===== src/rtl/openddr_dfi_data_sched_if.sv =====
// Command, write-buffer, datapath and read-response signals of the DFI data scheduler.
// The scheduler uses the slave view; the command/datapath side uses the master view.
interface openddr_dfi_data_sched_if #(
   parameter int DATA_WIDTH = 64,
   parameter int ID_WIDTH   = 4
);
   logic                      cmd_valid;
   logic                      cmd_ready;
   logic                      cmd_write;
   logic [ID_WIDTH-1:0]       cmd_id;
   logic [4:0]                cfg_wrlat;
   logic [4:0]                cfg_rdlat;
   logic [7:0]                cfg_rd_timeout;
   logic                      wbuf_valid;
   logic                      wbuf_ready;
   logic [DATA_WIDTH-1:0]     wbuf_data;
   logic [DATA_WIDTH/8-1:0]   wbuf_strb;
   logic [DATA_WIDTH-1:0]     dp_wdata;
   logic [DATA_WIDTH/8-1:0]   dp_wstrb;
   logic                      dfi_rddata_en;
   logic                      rd_valid_any;
   logic [DATA_WIDTH-1:0]     dp_rdata;
   logic                      rsp_valid;
   logic [ID_WIDTH-1:0]       rsp_id;
   logic [DATA_WIDTH-1:0]     rsp_data;
   logic                      rsp_last;
   logic                      rsp_error;
   logic                      busy;
   logic                      err_underrun;
   logic                      err_spurious;

   modport master (
      output cmd_valid, cmd_write, cmd_id, cfg_wrlat, cfg_rdlat, cfg_rd_timeout,
             wbuf_valid, wbuf_data, wbuf_strb, rd_valid_any, dp_rdata,
      input  cmd_ready, wbuf_ready, dp_wdata, dp_wstrb, dfi_rddata_en,
             rsp_valid, rsp_id, rsp_data, rsp_last, rsp_error,
             busy, err_underrun, err_spurious
   );

   modport slave (
      input  cmd_valid, cmd_write, cmd_id, cfg_wrlat, cfg_rdlat, cfg_rd_timeout,
             wbuf_valid, wbuf_data, wbuf_strb, rd_valid_any, dp_rdata,
      output cmd_ready, wbuf_ready, dp_wdata, dp_wstrb, dfi_rddata_en,
             rsp_valid, rsp_id, rsp_data, rsp_last, rsp_error,
             busy, err_underrun, err_spurious
   );
endinterface


===== src/rtl/openddr_dfi_data_sched.sv =====
// DFI data-timing scheduler: reserves data-bus slots for column commands, streams
// write beats into the datapath and returns in-order tagged (or timed-out) read responses.
module openddr_dfi_data_sched #(
   parameter int DATA_WIDTH   = 64,
   parameter int ID_WIDTH     = 4,
   parameter int MAX_LAT      = 31,
   parameter int BURST_CYCLES = 2,
   parameter int RD_DEPTH     = 8
) (
   input  logic                   clk,
   input  logic                   rst_n,
   openddr_dfi_data_sched_if.slave bus
);
   localparam int MAP_W  = MAX_LAT + BURST_CYCLES;
   localparam int PTR_W  = (RD_DEPTH > 1) ? $clog2(RD_DEPTH) : 1;
   localparam int CNT_W  = PTR_W + 1;
   localparam int BEAT_W = (BURST_CYCLES > 1) ? $clog2(BURST_CYCLES) : 1;
   localparam logic [MAP_W-1:0]  BURST_ONES = MAP_W'((64'd1 << BURST_CYCLES) - 64'd1);
   localparam logic [BEAT_W-1:0] LAST_BEAT  = BEAT_W'(BURST_CYCLES - 1);
   localparam logic [CNT_W-1:0]  FULL_CNT   = CNT_W'(RD_DEPTH);

   function automatic logic [4:0] clamp_lat(input logic [4:0] cfg);
      if (cfg == 5'd0) return 5'd1;
      if (int'(cfg) > MAX_LAT) return 5'(MAX_LAT);
      return cfg;
   endfunction

   // Bit k of a map means "bus slot in use k cycles from now"; bit 0 is the current cycle.
   logic [MAP_W-1:0]    r_wr_map;
   logic [MAP_W-1:0]    r_rd_map;
   logic [ID_WIDTH-1:0] r_fifo [RD_DEPTH];
   logic [PTR_W-1:0]    r_wr_ptr;
   logic [PTR_W-1:0]    r_rd_ptr;
   logic [CNT_W-1:0]    r_count;
   logic [BEAT_W-1:0]   r_beat;
   logic [7:0]          r_timer;
   logic                r_rsp_valid;
   logic [ID_WIDTH-1:0] r_rsp_id;
   logic [DATA_WIDTH-1:0] r_rsp_data;
   logic                r_rsp_last;
   logic                r_rsp_error;
   logic                r_err_underrun;
   logic                r_err_spurious;

   logic [4:0]          w_lat;
   logic [MAP_W-1:0]    w_win;
   logic                w_fifo_full;
   logic                w_fifo_empty;
   logic                w_slot_free;
   logic                w_cmd_ready;
   logic                w_accept;
   logic                w_push;
   logic                w_valid_hit;
   logic                w_last_beat;
   logic                w_timeout;
   logic                w_pop;
   logic                w_beat_ok;
   logic [ID_WIDTH-1:0] w_head;

   assign w_lat        = bus.cmd_write ? clamp_lat(bus.cfg_wrlat) : clamp_lat(bus.cfg_rdlat);
   assign w_win        = BURST_ONES << w_lat;
   assign w_fifo_full  = (r_count == FULL_CNT);
   assign w_fifo_empty = (r_count == '0);
   assign w_slot_free  = ((r_wr_map | r_rd_map) & w_win) == '0;
   assign w_cmd_ready  = w_slot_free && (bus.cmd_write || !w_fifo_full);
   assign w_accept     = bus.cmd_valid && w_cmd_ready;
   assign w_push       = w_accept && !bus.cmd_write;
   assign w_head       = r_fifo[r_rd_ptr];

   // A real valid always beats a coincident timeout, so the two are mutually exclusive.
   assign w_valid_hit  = bus.rd_valid_any && !w_fifo_empty;
   assign w_last_beat  = w_valid_hit && (r_beat == LAST_BEAT);
   assign w_timeout    = !w_fifo_empty && !bus.rd_valid_any &&
                         (bus.cfg_rd_timeout != 8'd0) && (r_timer == bus.cfg_rd_timeout);
   assign w_pop        = w_last_beat || w_timeout;
   assign w_beat_ok    = r_wr_map[0] && bus.wbuf_valid;

   always_ff @(posedge clk) begin
      if (w_push) r_fifo[r_wr_ptr] <= bus.cmd_id;
   end

   always_ff @(posedge clk or negedge rst_n) begin
      if (!rst_n) begin
         r_wr_map       <= '0;
         r_rd_map       <= '0;
         r_wr_ptr       <= '0;
         r_rd_ptr       <= '0;
         r_count        <= '0;
         r_beat         <= '0;
         r_timer        <= '0;
         r_rsp_valid    <= 1'b0;
         r_rsp_id       <= '0;
         r_rsp_data     <= '0;
         r_rsp_last     <= 1'b0;
         r_rsp_error    <= 1'b0;
         r_err_underrun <= 1'b0;
         r_err_spurious <= 1'b0;
      end else begin
         // The window is set one bit lower because the map shifts in the same edge.
         r_wr_map <= (r_wr_map >> 1) | ((w_accept && bus.cmd_write) ? (w_win >> 1) : '0);
         r_rd_map <= (r_rd_map >> 1) | (w_push ? (w_win >> 1) : '0);

         if (w_push) r_wr_ptr <= r_wr_ptr + PTR_W'(1);
         if (w_pop)  r_rd_ptr <= r_rd_ptr + PTR_W'(1);
         if (w_push && !w_pop)      r_count <= r_count + CNT_W'(1);
         else if (!w_push && w_pop) r_count <= r_count - CNT_W'(1);

         if (w_pop)            r_beat <= '0;
         else if (w_valid_hit) r_beat <= r_beat + BEAT_W'(1);

         if (w_pop || bus.rd_valid_any || w_fifo_empty) r_timer <= '0;
         else                                           r_timer <= r_timer + 8'd1;

         r_rsp_valid <= w_valid_hit || w_timeout;
         r_rsp_last  <= w_last_beat || w_timeout;
         r_rsp_error <= w_timeout;
         if (w_valid_hit || w_timeout) begin
            r_rsp_id   <= w_head;
            r_rsp_data <= w_valid_hit ? bus.dp_rdata : '0;
         end

         if (r_wr_map[0] && !bus.wbuf_valid)  r_err_underrun <= 1'b1;
         if (bus.rd_valid_any && w_fifo_empty) r_err_spurious <= 1'b1;
      end
   end

   assign bus.cmd_ready     = w_cmd_ready;
   assign bus.wbuf_ready    = r_wr_map[0];
   assign bus.dp_wdata      = w_beat_ok ? bus.wbuf_data : '0;
   assign bus.dp_wstrb      = w_beat_ok ? bus.wbuf_strb : '0;
   assign bus.dfi_rddata_en = r_rd_map[0];
   assign bus.rsp_valid     = r_rsp_valid;
   assign bus.rsp_id        = r_rsp_id;
   assign bus.rsp_data      = r_rsp_data;
   assign bus.rsp_last      = r_rsp_last;
   assign bus.rsp_error     = r_rsp_error;
   assign bus.busy          = (|r_wr_map) || (|r_rd_map) || !w_fifo_empty;
   assign bus.err_underrun  = r_err_underrun;
   assign bus.err_spurious  = r_err_spurious;
endmodule


===== src/flat_wrapper.sv =====
// flat-port wrapper written by rule: the top's interface ports become plain ports
module openddr_dfi_data_sched_flat 
#(
   parameter int DATA_WIDTH   = 64,
   parameter int ID_WIDTH     = 4,
   parameter int MAX_LAT      = 31,
   parameter int BURST_CYCLES = 2,
   parameter int RD_DEPTH     = 8
)
  (clk, rst_n, bus_cmd_valid, bus_cmd_write, bus_cmd_id, bus_cfg_wrlat, bus_cfg_rdlat, bus_cfg_rd_timeout, bus_wbuf_valid, bus_wbuf_data, bus_wbuf_strb, bus_rd_valid_any, bus_dp_rdata, bus_cmd_ready, bus_wbuf_ready, bus_dp_wdata, bus_dp_wstrb, bus_dfi_rddata_en, bus_rsp_valid, bus_rsp_id, bus_rsp_data, bus_rsp_last, bus_rsp_error, bus_busy, bus_err_underrun, bus_err_spurious);
  openddr_dfi_data_sched_if #(.DATA_WIDTH(DATA_WIDTH), .ID_WIDTH(ID_WIDTH)) bus_i ();
  input  logic clk;
  input  logic rst_n;
  input wire logic [$bits(bus_i.cmd_valid)-1:0] bus_cmd_valid;
  input wire logic [$bits(bus_i.cmd_write)-1:0] bus_cmd_write;
  input wire logic [$bits(bus_i.cmd_id)-1:0] bus_cmd_id;
  input wire logic [$bits(bus_i.cfg_wrlat)-1:0] bus_cfg_wrlat;
  input wire logic [$bits(bus_i.cfg_rdlat)-1:0] bus_cfg_rdlat;
  input wire logic [$bits(bus_i.cfg_rd_timeout)-1:0] bus_cfg_rd_timeout;
  input wire logic [$bits(bus_i.wbuf_valid)-1:0] bus_wbuf_valid;
  input wire logic [$bits(bus_i.wbuf_data)-1:0] bus_wbuf_data;
  input wire logic [$bits(bus_i.wbuf_strb)-1:0] bus_wbuf_strb;
  input wire logic [$bits(bus_i.rd_valid_any)-1:0] bus_rd_valid_any;
  input wire logic [$bits(bus_i.dp_rdata)-1:0] bus_dp_rdata;
  output wire logic [$bits(bus_i.cmd_ready)-1:0] bus_cmd_ready;
  output wire logic [$bits(bus_i.wbuf_ready)-1:0] bus_wbuf_ready;
  output wire logic [$bits(bus_i.dp_wdata)-1:0] bus_dp_wdata;
  output wire logic [$bits(bus_i.dp_wstrb)-1:0] bus_dp_wstrb;
  output wire logic [$bits(bus_i.dfi_rddata_en)-1:0] bus_dfi_rddata_en;
  output wire logic [$bits(bus_i.rsp_valid)-1:0] bus_rsp_valid;
  output wire logic [$bits(bus_i.rsp_id)-1:0] bus_rsp_id;
  output wire logic [$bits(bus_i.rsp_data)-1:0] bus_rsp_data;
  output wire logic [$bits(bus_i.rsp_last)-1:0] bus_rsp_last;
  output wire logic [$bits(bus_i.rsp_error)-1:0] bus_rsp_error;
  output wire logic [$bits(bus_i.busy)-1:0] bus_busy;
  output wire logic [$bits(bus_i.err_underrun)-1:0] bus_err_underrun;
  output wire logic [$bits(bus_i.err_spurious)-1:0] bus_err_spurious;
  assign bus_i.cmd_valid = bus_cmd_valid;
  assign bus_i.cmd_write = bus_cmd_write;
  assign bus_i.cmd_id = bus_cmd_id;
  assign bus_i.cfg_wrlat = bus_cfg_wrlat;
  assign bus_i.cfg_rdlat = bus_cfg_rdlat;
  assign bus_i.cfg_rd_timeout = bus_cfg_rd_timeout;
  assign bus_i.wbuf_valid = bus_wbuf_valid;
  assign bus_i.wbuf_data = bus_wbuf_data;
  assign bus_i.wbuf_strb = bus_wbuf_strb;
  assign bus_i.rd_valid_any = bus_rd_valid_any;
  assign bus_i.dp_rdata = bus_dp_rdata;
  assign bus_cmd_ready = bus_i.cmd_ready;
  assign bus_wbuf_ready = bus_i.wbuf_ready;
  assign bus_dp_wdata = bus_i.dp_wdata;
  assign bus_dp_wstrb = bus_i.dp_wstrb;
  assign bus_dfi_rddata_en = bus_i.dfi_rddata_en;
  assign bus_rsp_valid = bus_i.rsp_valid;
  assign bus_rsp_id = bus_i.rsp_id;
  assign bus_rsp_data = bus_i.rsp_data;
  assign bus_rsp_last = bus_i.rsp_last;
  assign bus_rsp_error = bus_i.rsp_error;
  assign bus_busy = bus_i.busy;
  assign bus_err_underrun = bus_i.err_underrun;
  assign bus_err_spurious = bus_i.err_spurious;
  openddr_dfi_data_sched #(.DATA_WIDTH(DATA_WIDTH), .ID_WIDTH(ID_WIDTH), .MAX_LAT(MAX_LAT), .BURST_CYCLES(BURST_CYCLES), .RD_DEPTH(RD_DEPTH)) u_core (.clk(clk), .rst_n(rst_n), .bus(bus_i));
endmodule

===== config.mk =====
export PLATFORM = sky130hd
export DESIGN_NAME = openddr_dfi_data_sched_flat
export DESIGN_NICKNAME = d
export VERILOG_FILES = /design/src/rtl/openddr_dfi_data_sched_if.sv /design/src/rtl/openddr_dfi_data_sched.sv /design/src/flat_wrapper.sv
export SDC_FILE = /design/constraint.sdc
export NUM_CORES = 1
export LEC_CHECK = 0
export BUFFER_PORTS_ARGS = -buffer_cell sky130_fd_sc_hd__clkbuf_2
export CORE_ASPECT_RATIO = 0.9
export CORE_UTILIZATION = 40
export CTS_BUF_LIST = sky130_fd_sc_hd__clkbuf_16
export DETAILED_ROUTE_END_ITERATION = 12
export PLACE_DENSITY = 0.66
export SLEW_MARGIN = 20
export SYNTH_ARGS = -nofsm -noshare
export SYNTH_HDL_FRONTEND = slang
export SYNTH_SLANG_ARGS = --single-unit

===== constraint.sdc =====
create_clock -name clk -period 11.4 [get_ports clk]
set_input_delay 3.42 -clock clk [delete_from_list [all_inputs] [get_ports clk]]
set_output_delay 3.42 -clock clk [all_outputs]
set_load 0.1 [all_outputs]

Word level (Yosys, flattened, before mapping):

Memory sizes are Yosys's and may differ from the RTL's. A register that Yosys moved wholly into a read port is not among the register bits.
Cells that the tools add are included.

* register bits: 154
* latch bits: 0
* memory bits (writable): 32
* bits in read-only memories: 0
* bits of input ports: 164
* output and inout bits: 149
* logic and storage cells: 84
* memories: 1

* add/subtract/negate cells: 6
* multiply operators: 0
* div/mod/pow operators: 0
* $lt $le $gt $ge: 0
* equality and inequality tests: 2
* shifts and indexed selects: 1
* multiplexer cells: 19
* bitwise logic cells: 4
* reduce and logical (&&, ||, !) cells: 38

Memories
* u_core.r_fifo: words 8, width 4, read ports 1, clocked after Yosys merged registers in 1, write ports 1, line openddr_dfi_data_sched.sv:31 `logic [ID_WIDTH-1:0] r_fifo [RD_DEPTH];`

Operators with widths (count)
* two-way mux 64 bit: 2
* bitwise OR 32 x 33 -> 33 bit: 2
* OR reduction 33 bit: 2
* two-way mux 32 bit: 2
* AND 33 bit: 1
* logical NOT 33 bit: 1
* bitwise OR 33 bit: 1
* << shifter 2 x 5 -> 33 bit, first input constant: 1
* two-way mux 5 bit: 5
* two-way mux 8 bit: 2
* logical AND 1 bit: 14
* logical NOT 5 bit: 2
* adder 8 x 1 -> 8 bit, second input constant: 1
* equality test 8 bit: 1
* logical NOT 1 bit: 8
* two-way mux 4 bit: 2
* nonzero test 8 bit: 1
* logical OR 1 bit: 7
* adder 3 x 1 -> 3 bit, second input constant: 2
* two-way mux 1 bit: 6
* adder 4 x 1 -> 4 bit, second input constant: 1
* equality test 4 bit, second input constant: 1
* logical NOT 4 bit: 1
* nonzero test 2 bit: 2
* 2 further kinds: 2

Depth between registers and ports, before layout:

* word-level depth: 14
* depth in mapped cells: 19
* gate-level depth less buffers: 15

Worst setup path after synthesis:

Ideal clock, no wire load.

* kind: input to output
* from: input port bus_cfg_rdlat[2]
* to: output port bus_cmd_ready
* data arrival time: 5.823 ns
* required time: 7.980 ns
* setup slack: 2.157 ns
* cell stages on the path: 8
* buffers on the path: 2
* path through: buf_4 -> nor4_1 -> o32a_1 -> buf_2 -> mux2_2 -> a32o_1 -> nor3_4 -> and2_1

* word-level cells in the longest chain between the ends: 8

RTL lines
* start: declaration: line flat_wrapper.sv:18 `input wire logic [$bits(bus_i.cfg_rdlat)-1:0] bus_cfg_rdlat;`
* logical NOT 5 bit: line openddr_dfi_data_sched.sv:23 `if (cfg == 5'd0) return 5'd1;`
* two-way mux 1 bit: line openddr_dfi_data_sched.sv:23
* two-way mux 5 bit (*): line openddr_dfi_data_sched.sv:24 `if (int'(cfg) > MAX_LAT) return 5'(MAX_LAT);`
* two-way mux 5 bit (*): line openddr_dfi_data_sched.sv:60 `assign w_lat = bus.cmd_write ? clamp_lat(bus.cfg_wrlat) : clamp_lat(bus.cfg_rdlat);`
* << shifter 2 x 5 -> 33 bit (*): line openddr_dfi_data_sched.sv:61 `assign w_win = BURST_ONES << w_lat;`
* AND 33 bit (*): line openddr_dfi_data_sched.sv:64 `assign w_slot_free = ((r_wr_map | r_rd_map) & w_win) == '0;`
* logical NOT 33 bit (*): line openddr_dfi_data_sched.sv:64
* logical AND 1 bit (*): line openddr_dfi_data_sched.sv:65 `assign w_cmd_ready = w_slot_free && (bus.cmd_write || !w_fifo_full);`
* end: declaration: line flat_wrapper.sv:25 `output wire logic [$bits(bus_i.cmd_ready)-1:0] bus_cmd_ready;`

Every way passes the cells marked *; elsewhere a longest branch is shown, timed or not.

Worst setup path in the final report:

* from: input port bus_cmd_write
* to: output port bus_cmd_ready

* word-level cells in the longest chain between the ends: 5
* elaborated cells on any way between the ends: 6

RTL lines
* start: declaration: line flat_wrapper.sv:15 `input wire logic [$bits(bus_i.cmd_write)-1:0] bus_cmd_write;`
* two-way mux 5 bit: line openddr_dfi_data_sched.sv:60
* << shifter 2 x 5 -> 33 bit: line openddr_dfi_data_sched.sv:61
* AND 33 bit: line openddr_dfi_data_sched.sv:64
* logical NOT 33 bit: line openddr_dfi_data_sched.sv:64
* logical AND 1 bit (*): line openddr_dfi_data_sched.sv:65

Marked as above.

==> run_results.csv <==
group,metric,value,unit
critical_path,crit_required,7.98,ns
sta,fin_tns_setup,0,ns
worst_hold_path,timing.hold.worst.start,"u_core.r_rd_map[24]",
clocking,numClockSinks,188,
global_route,wire_length_of_the_first_global_routing_pass,39600,µm
clocking,cts_post_setup_buffers_inserted,0,
yosys,async_set_or_reset_flop_fraction_in_the_synthesized_netlist,83.0,%
power_and_ir_drop,post-layout-total-power,2.91,mW
layout,final_common_cell,"clkbuf_2",
global_route,grt-ovfl-total,0,
clocking,cts_repair_resize_count,0,
floorplanning,pin_count,313,
detailed_routing,drt_iter0_drc,802,
power_and_ir_drop,power_leakage,5.68,nW
detailed_routing,routed_via_density,5.22,
critical_path,startpoint,"bus_cmd_write",
layout,layout.cells.most_common_list,"311 x clkbuf_2, 161 x nand2_1, 156 x dfrtp_1, 75 x o21ai_0, 74 x and3_1",
detailed_routing,finalWirelength,26000,µm
clocking,cts_hold_buffers,0,
sta,period_share,89.0,%
yosys,synth-edff-count,32,
yosys,synth.yosys.warnings,0,
worst_hold_path,hold_path_class,"reg -> reg",
power_and_ir_drop,max-vdd-ir-drop,0.126,mV
global_route,grt_usage,22.3,%
clocking,cts-root-buf,"clkbuf_16",
detailed_routing,met3RoutedLength,1330,µm
sta,tightest_slew,1.05,ns
floorplanning,std_cell_rows,51,
floorplanning,die_area,23000,µm²
sta,setup-violations-final,0,
global_route,grt_start_max_net_pins,83,
sta,minimum_period_implied_by_the_final_worst_setup_slack,10.15,ns
yosys,synthesis.area_per_instance,10.4,µm²
sta,final.hold.worst_slack,0.448,ns
critical_path,setup.worst_path.start_class,"input port",
detailed_routing,wire_per_inst,18.0,µm
layout,final_core_util,51.5,%
clocking,tritoncts,"done",
clocking,clockBufferDepth,2,
power_and_ir_drop,p_per_area,259,nW/µm²
sta,finalClockSkew,0.0122,ns
run,max_cap_violations,0,
placement,placed_area,10700,µm²
yosys,synth_ff_type,"dfrtp_1",
yosys,synth_area,8960,µm²
clocking,clk_pin_slew,0.07,ns
yosys,netlist.area_leader.share,43.6,%
layout,antenna-diode-count,0,
sta,setup_ws,1.25,ns
yosys,mappedNetlistNets,1035,
layout,flow.area_growth_from_synthesis,25.4,%
critical_path,crit_fanout,36,
floorplanning,start_util,41.0,%
yosys,leading_post_synthesis_cells_by_cell_area,"dfrtp_1 44%, edfxtp_1 11%, nand2_1 6.7%, and3_1 5.2%, o21ai_0 4.2%",
detailed_routing,route.antenna.remaining_nets,0,
critical_path,rr_startpoint,"u_core.r_rd_map[4]",
placement,post-dp-hpwl,18900,µm
critical_path,critical_path.endpoint_type,"primary output",
yosys,yosysTopAreaCell,"dfrtp_1",
critical_path,criticalPathCategory,"in -> out",
floorplanning,dieWidth,160,µm
global_route,antenna_found_initial,0,
floorplanning,design.core.area,21800,µm²
placement,gp_congestion,0.914,
placement,preCtsSetupSlack,1.39,ns
yosys,syn-instance-count,864,
detailed_routing,drt_pre_antenna_iters,5,
detailed_routing,highest_metal_layer_used_by_the_detailed_router,"met4",
yosys,unique_masters_post_synth,71,
sta,setup_repair_after_global_routing_missed_its_margin,"false",
detailed_routing,detailroute.via_count,7550,
yosys,synth_seq_area_share,54.3,%
layout,design_area,11200,µm²
detailed_routing,detail_route.drc_violations,0,
detailed_routing,met2RoutedLength,12000,µm
layout,layout-drive-gt1-share,34.7,%
placement,io_buffers,312,
sta,timing.fmax,98.5,MHz
global_route,vias_in_the_first_global_route,6921,
floorplanning,chipHeight,144,µm
yosys,post_synthesis_sequential_element_count,188,
sta,relative_slew_slack,29.4,%
clocking,h_tree_depth,4,
run_status,status,"completed",
layout,design.final.nets,1313,
clocking,cts_buffers,17,
placement,place.detailed.instances,1414,
clocking,clock_latency,0.43,ns
sta,timing_max_transition_violations_final,0,
layout,final-instance-count-excl-fill,1446,
critical_path,cp.arrival,6.73,ns
sta,final-hold-violation-count,0,
detailed_routing,detail_route.wirelength.met1,12400,µm
[power breakdown]
| group | switching [mW] | total (mW) | internal [mW] |
|---|---|---|---|
| registers | 0.123 | 0.952 | 0.829 |
| clock network | 0.284 | 0.572 | 0.288 |
| logic | 1.10 | 1.38 | 0.280 |
[layer usage]
metal,up-vias,track usage (%)
met5,-,0
met4,0,5.36
met3,24,3.92
met2,221,32.5
met1,3699,33.9
li1,3606,-
[logic make-up after synthesis]
logic type | share of synthesized area (%)
AND/OR/NAND/NOR | 21.2
adder cells (fa/ha/maj) | 1.06
AO/OA/AOI/OAI | 13.1
XOR/XNOR | 2.24
multiplexers | 4.39
flip-flops | 54.3
buffers and inverters | 3.69
[flip-flops by register name, indices dropped and copies added, names as in the netlist]
signal,flops
u_core.bus.err_spurious,1
u_core.bus.err_underrun,1
u_core.bus.rsp_data,64
u_core.bus.rsp_error,1
u_core.bus.rsp_id,4
u_core.bus.rsp_last,1
u_core.bus.rsp_valid,1
u_core.r_beat,1
u_core.r_count,4
u_core.r_fifo,32
u_core.r_rd_map,32
u_core.r_rd_ptr,3
u_core.r_timer,8
u_core.r_wr_map,32
u_core.r_wr_ptr,3
[synth_stat cells (all sizes together), types with 13 or more instances]
| master | number |
|---|---|
| edfxtp | 32 |
| xnor2 | 16 |
| nor2 | 42 |
| and3 | 74 |
| dfrtp | 156 |
| nor3 | 14 |
| nand2 | 161 |
| o21ai | 75 |
| clkbuf | 39 |
| or2 | 13 |
| mux2i | 13 |
| buf | 22 |
| o21bai | 45 |
| nor4 | 13 |
[final cells by class]
class                           count  area, µm²
Fill cell                        2002      10600
Sequential cell                   188       4860
Multi-Input combinational cell    604       3770
Timing Repair Buffer              320       1630
Clock buffer                       17        425
Tap cell                          291        364
Clock inverter                     15        135
Inverter                           11       41.3
[worst paths after layout]
| path | depth (start not counted) | to | slack [ns] |
|---|---|---|---|
| worst max-delay path | 8 | bus_cmd_ready | 1.25 |
| worst min-delay path | 1 | u_core.r_rd_map[23] | 0.45 |
| worst max register to register | 15 | u_core.r_count[3] | 7.25 |
| worst min register to register | 1 | u_core.r_rd_map[23] | 0.45 |
| max in group asynchronous | 2 | u_core.r_rd_map[0] | 6.95 |
| min in group asynchronous | 1 | u_core.bus.err_underrun | 3.01 |
[worst max-delay path: stages]
cell	delay, ns
clkbuf_2	0.54
mux2i_1	0.82
nor2_1	0.26
mux2_2	0.39
a32o_1	0.26
nor3_4	0.28
and2_1	0.25
clkbuf_2	0.49
No activity file was read; power rests on OpenSTA's default activity.
